### src/rtl/demux_scan_ctrl.sv
// Sequences a captured 4-bit pattern onto a 1:4 demux (d, s), holding each channel DWELL cycles.
// Latency: the first channel appears one cycle after start is sampled. All outputs are registered.
// No backpressure; stop aborts a scan. DEMUX_SCAN_SKIP_EN: visit only the channels whose pattern bit is set.
module demux_scan_ctrl #(
  parameter int DWELL = 4,
  parameter int CNT_W = 3
) (
  input  logic       clk,
  input  logic       rst_n,
  input  logic       start,
  input  logic [3:0] pattern,
  input  logic       loop,
  input  logic       stop,
  output logic       d,
  output logic [1:0] s,
  output logic       busy,
  output logic       ch_strobe,
  output logic       done,
  output logic [7:0] frame_cnt
);

  if (DWELL < 1 || DWELL > (2 ** CNT_W)) begin : g_bad_dwell
    $error("demux_scan_ctrl: DWELL must be in 1..2**CNT_W");
  end

  typedef enum logic [1:0] {
    IDLE = 2'd0,
    SCAN = 2'd1,
    DONE = 2'd2
  } state_t;

  localparam logic [CNT_W-1:0] LAST_CNT = CNT_W'(DWELL - 1);

  state_t           state, state_nxt;
  logic [1:0]       ch, ch_nxt;
  logic [CNT_W-1:0] cnt, cnt_nxt;
  logic [3:0]       pattern_reg, pattern_nxt;
  logic [7:0]       frame_nxt;

  logic             d_nxt;
  logic [1:0]       s_nxt;
  logic             busy_nxt;
  logic             ch_strobe_nxt;
  logic             done_nxt;

  // Channel-order helpers: where a scan starts, where it goes next, and where a frame ends.
  logic [1:0]       cap_first_ch;
  logic [1:0]       reg_first_ch;
  logic [1:0]       next_ch;
  logic             last_ch;
  logic             start_empty;
  logic             scan_empty;
  logic             nxt_empty;

`ifdef DEMUX_SCAN_SKIP_EN
  always_comb begin
    cap_first_ch = 2'd0;
    reg_first_ch = 2'd0;
    next_ch      = ch;
    last_ch      = 1'b1;
    // Walking downwards leaves the lowest qualifying channel in each result.
    for (int i = 3; i >= 0; i--) begin
      if (pattern[i]) cap_first_ch = 2'(i);
      if (pattern_reg[i]) reg_first_ch = 2'(i);
      if (pattern_reg[i] && (i > int'(ch))) begin
        next_ch = 2'(i);
        last_ch = 1'b0;
      end
    end
  end

  assign start_empty = (pattern == 4'b0000);
  assign scan_empty  = (pattern_reg == 4'b0000);
  assign nxt_empty   = (pattern_nxt == 4'b0000);
`else
  assign cap_first_ch = 2'd0;
  assign reg_first_ch = 2'd0;
  assign next_ch      = ch + 2'd1;
  assign last_ch      = (ch == 2'd3);
  assign start_empty  = 1'b0;
  assign scan_empty   = 1'b0;
  assign nxt_empty    = 1'b0;
`endif

  logic dwell_end;
  logic frame_end;

  assign dwell_end = (cnt == LAST_CNT);
  // An all-zero pattern in skip mode has no channels, so every SCAN cycle closes a frame.
  assign frame_end = (dwell_end && last_ch) || scan_empty;

  always_ff @(posedge clk) begin
    if (!rst_n) begin
      state       <= IDLE;
      ch          <= 2'd0;
      cnt         <= '0;
      pattern_reg <= 4'b0000;
      frame_cnt   <= 8'd0;
      d           <= 1'b0;
      s           <= 2'b00;
      busy        <= 1'b0;
      ch_strobe   <= 1'b0;
      done        <= 1'b0;
    end else begin
      state       <= state_nxt;
      ch          <= ch_nxt;
      cnt         <= cnt_nxt;
      pattern_reg <= pattern_nxt;
      frame_cnt   <= frame_nxt;
      d           <= d_nxt;
      s           <= s_nxt;
      busy        <= busy_nxt;
      ch_strobe   <= ch_strobe_nxt;
      done        <= done_nxt;
    end
  end

  always_comb begin
    state_nxt   = state;
    ch_nxt      = ch;
    cnt_nxt     = cnt;
    pattern_nxt = pattern_reg;
    frame_nxt   = frame_cnt;
    case (state)
      IDLE: begin
        if (start) begin
          pattern_nxt = pattern;
          ch_nxt      = cap_first_ch;
          cnt_nxt     = '0;
          if (start_empty) begin
            frame_nxt = frame_cnt + 8'd1;
            state_nxt = loop ? SCAN : DONE;
          end else begin
            state_nxt = SCAN;
          end
        end
      end
      SCAN: begin
        if (stop) begin
          state_nxt = IDLE;
          ch_nxt    = 2'd0;
          cnt_nxt   = '0;
        end else if (frame_end) begin
          frame_nxt = frame_cnt + 8'd1;
          ch_nxt    = reg_first_ch;
          cnt_nxt   = '0;
          state_nxt = loop ? SCAN : DONE;
        end else if (dwell_end) begin
          ch_nxt  = next_ch;
          cnt_nxt = '0;
        end else begin
          cnt_nxt = cnt + 1'b1;
        end
      end
      DONE: begin
        state_nxt = IDLE;
        ch_nxt    = 2'd0;
        cnt_nxt   = '0;
      end
      default: begin
        state_nxt = IDLE;
        ch_nxt    = 2'd0;
        cnt_nxt   = '0;
      end
    endcase
  end

  // Outputs are decoded from the next state so that they register alongside it.
  always_comb begin
    busy_nxt      = (state_nxt == SCAN);
    done_nxt      = (state_nxt == DONE);
    s_nxt         = busy_nxt ? ch_nxt : 2'b00;
    d_nxt         = busy_nxt && pattern_nxt[ch_nxt];
    ch_strobe_nxt = busy_nxt && (cnt_nxt == '0) && !nxt_empty;
  end

endmodule

### config.mk
export PLATFORM = sky130hd
export DESIGN_NAME = demux_scan_ctrl
export DESIGN_NICKNAME = d
export VERILOG_FILES = /design/src/rtl/demux_scan_ctrl.sv
export SDC_FILE = /design/constraint.sdc
export NUM_CORES = 1
export LEC_CHECK = 0
export CAP_MARGIN = 30
export CORE_MARGIN = 10
export CORE_UTILIZATION = 35
export CTS_CLUSTER_SIZE = 10
export DETAILED_ROUTE_END_ITERATION = 8
export PLACE_DENSITY = 0.58
export SYNTH_ARGS = -nofsm -noshare
export SYNTH_HDL_FRONTEND = slang
export SYNTH_SLANG_ARGS = --single-unit
### constraint.sdc
create_clock -name clk -period 2.4 [get_ports clk]
set_input_delay 0.48 -clock clk [delete_from_list [all_inputs] [get_ports clk]]
set_output_delay 0.48 -clock clk [all_outputs]
set_load 0.005 [all_outputs]
==> qor.yml <==
timing:
  period_needed_ns: 2.01
  maxSlewViolCount: 0
  hold_viol_final: 0
  rsz0062_at_grt: "false"
  fin_worst_skew_ns: 0.00564
  setup-violations-final: 0
  tns_ns: 0
  period_share_pct: 83.9
  max_slew_margin_pct: 70.1
  timing.final.ws_setup_ns: 0.387
  fmax_ghz: 0.497
  worst_pin_slew_ns: 0.448
place:
  port_buffers: 22
  hpwlAfterDp_um: 2000
  routabilityCongestion: 0.798
  placed_cell_area_sq_mm: 0.00140
  dp_slack_ns: 0.0813
min_path:
  worstHoldPathCells: 2
  worstHoldPathType: "flip-flop to flip-flop"
  worstHoldEndpoint: "pattern_reg[0]"
  hold_path.startpoint: "pattern_reg[0]"
global_routing:
  first_global_vias: 963
  grt_pass1_wl_um: 4550
  grt_max_degree: 15
  antenna_found_initial: 0
  grt_usage_pct: 9.33
  grt_overflow: 0
yosys:
  post-synth-top-area-cell: "dfxtp_1"
  synthesis.nets: 133
  synth_edf_count: 0
  syn_area_per_cell_sq_um: 9.20
  synth_area_leaders: "dfxtp_1 (45%), nor2_1 (6.4%), mux2i_1 (4.5%), ha_1 (3.4%), xnor2_1 (3.1%)"
  async_flop_share_pct: 0
  synth-main-ff-cell: "dfxtp_1"
  yosysWarnings: 0
  syn_inst: 121
  synth_area_sq_mm: 0.00111
  ys_seq_elements: 25
  synth.distinct_cells: 38
  yosysTopAreaCellShare_pct: 44.9
  yosysSeqAreaShare_pct: 44.9
clock_network:
  cts_buffers: 3
  cts_max_level: 1
  root_buffer: "clkbuf_4"
  cts_buffer_depth: 2
  cts-resized-gates: 0
  clock-sinks: 25
  clkLatencyLatePin_ns: 0.31
  postCtsSetupBuffers: 0
  clk_pin_slew_worst_paths_ns: 0.14
  cts_hold_buf: 0
  cts_tree: "built"
detailed_routing:
  viasPerCell: 4.83
  first_pass_iters: 4
  routedWlPerCell_um: 13.2
  postRouteWirelength_um: 2540
  vias: 928
  drc_errors: 0
  ant_nets: 0
  drt-initial-drc-count: 38
worst_setup_path:
  cp-end-kind: "flip-flop"
  crit_fanout: 6
  worstPathArrival_ns: 2.23
  r2r_slack_ns: 0.39
  cp-start-kind: "flip-flop"
  reg2reg_depth: 7
  reg2reg_from: "ch[0]"
  worstSetupPathType: "flip-flop to flip-flop"
  r2r_end: "d"
  critPathRequiredTime_ns: 2.62
finish:
  syn_to_final_growth_pct: 28.2
  n_antenna_cell: 0
  drive_gt1_share_pct: 10.8
  nets: 161
  final_area_sq_mm: 0.00143
  largest_register_ffs: 8
  fillCellCount: 313
die:
  design.die.area_sq_mm: 0.00584
  core_sq_mm: 0.00305
  ioPinCount: 23
  die_y_um: 76.4
  dieWidth_um: 76.4
  start_util_pct: 36.5
  num_rows: 20
job:
  maxCapViolCount: 0
status:
  status: "complete, no violations"
power:
  peakVddDrop_mv: 0.193
  leakage_nw: 0.565
  p_total_uw: 692
  p_per_area_mw_per_mm2: 485
-- cells in the mapped netlist, types with 2 or more instances --
master / instances
nand2_1: 7
dfxtp_1: 25
ha_1: 3
xor2_1: 3
a21oi_1: 6
xnor2_1: 4
nor2_1: 19
clkbuf_1: 2
nand3_1: 2
and2_1: 5
inv_1: 4
and3_1: 4
o22ai_1: 4
nand4_1: 4
mux2i_1: 5
nor3_1: 2
-- logic make-up (layout without fill, tap and decap cells) --
logic type,after synthesis,in the layout,share of synthesized area (%)
AO/OA/AOI/OAI,14,14,8.09
XOR/XNOR,7,7,5.51
adder cells (fa/ha/maj),3,3,3.37
buffers and inverters,8,35,3.71
flip-flops,25,25,44.9
multiplexers,5,5,4.49
AND/OR/NAND/NOR,59,59,29.9
-- critical path, cell delays in order (launching register included) --
cell and delay (ns):
dfxtp_1 0.44, ha_1 0.27, nor4bb_1 0.45, nor2_1 0.07
o21ai_0 0.34, inv_1 0.14, nand4b_1 0.12, o211ai_1 0.09
-- where the power goes --
group	internal (mW)	leakage, nW	switching (mW)
Sequential	0.425	0.203	0.00561
Combinational	0.0410	0.344	0.0346
Clock	0.0623	0.0177	0.124
Total	0.528	0.565	0.164
-- layout make-up --
type | count | area [sq um] | share of cell area (%)
inverter | 4 | 15.0 | 1.05
clock buffer | 3 | 22.5 | 1.58
multi-input combinational | 88 | 572 | 40.1
tap | 44 | 55.1 | 3.86
sequential | 25 | 500 | 35.1
timing repair buffer | 27 | 258 | 18.1
clock inverter | 1 | 5.00 | 0.351
-- layer usage --
layer,global-route usage [%],routed length (um)
met2,15.2,1240
met3,3.18,142
met1,10.8,1150
met5,0,0
met4,3.90,12
-- cell usage in the layout (no fill, tap or decap), types with 2 or more instances in the layout --
| master | n |
|---|---|
| dfxtp_1 | 25 |
| and2_1 | 5 |
| ha_1 | 3 |
| a21oi_1 | 6 |
| xor2_1 | 3 |
| o22ai_1 | 4 |
| clkdlybuf4s50_1 | 22 |
| nor3_1 | 2 |
| inv_1 | 4 |
| nand3_1 | 2 |
| nand2_1 | 7 |
| buf_4 | 5 |
| nor2_1 | 19 |
| mux2i_1 | 5 |
| clkbuf_4 | 3 |
| xnor2_1 | 4 |
| nand4_1 | 4 |
| and3_1 | 4 |
-- through the flow --
stage	hold slack [ns]	cells	utilization, %
after CTS	0.480	192	46.8
final	0.481	192	46.8
after floorplan	0.436	121	-
after global placement	0.457	188	45.9
after global routing	0.504	192	46.8
after detailed placement	0.462	188	45.9
-- worst max-delay path by stage --
stage	from	slack [ns]	to
6_report	ch[0]	0.39	d
5_1_grt	ch[0]	0.06	d
4_1_cts	ch[0]	0.39	d
3_5_place_dp	stop	0.08	d
3_3_place_gp	stop	0.11	d
2_1_floorplan	start	0.58	d
Note: power is estimated with default switching activity, not from simulation.
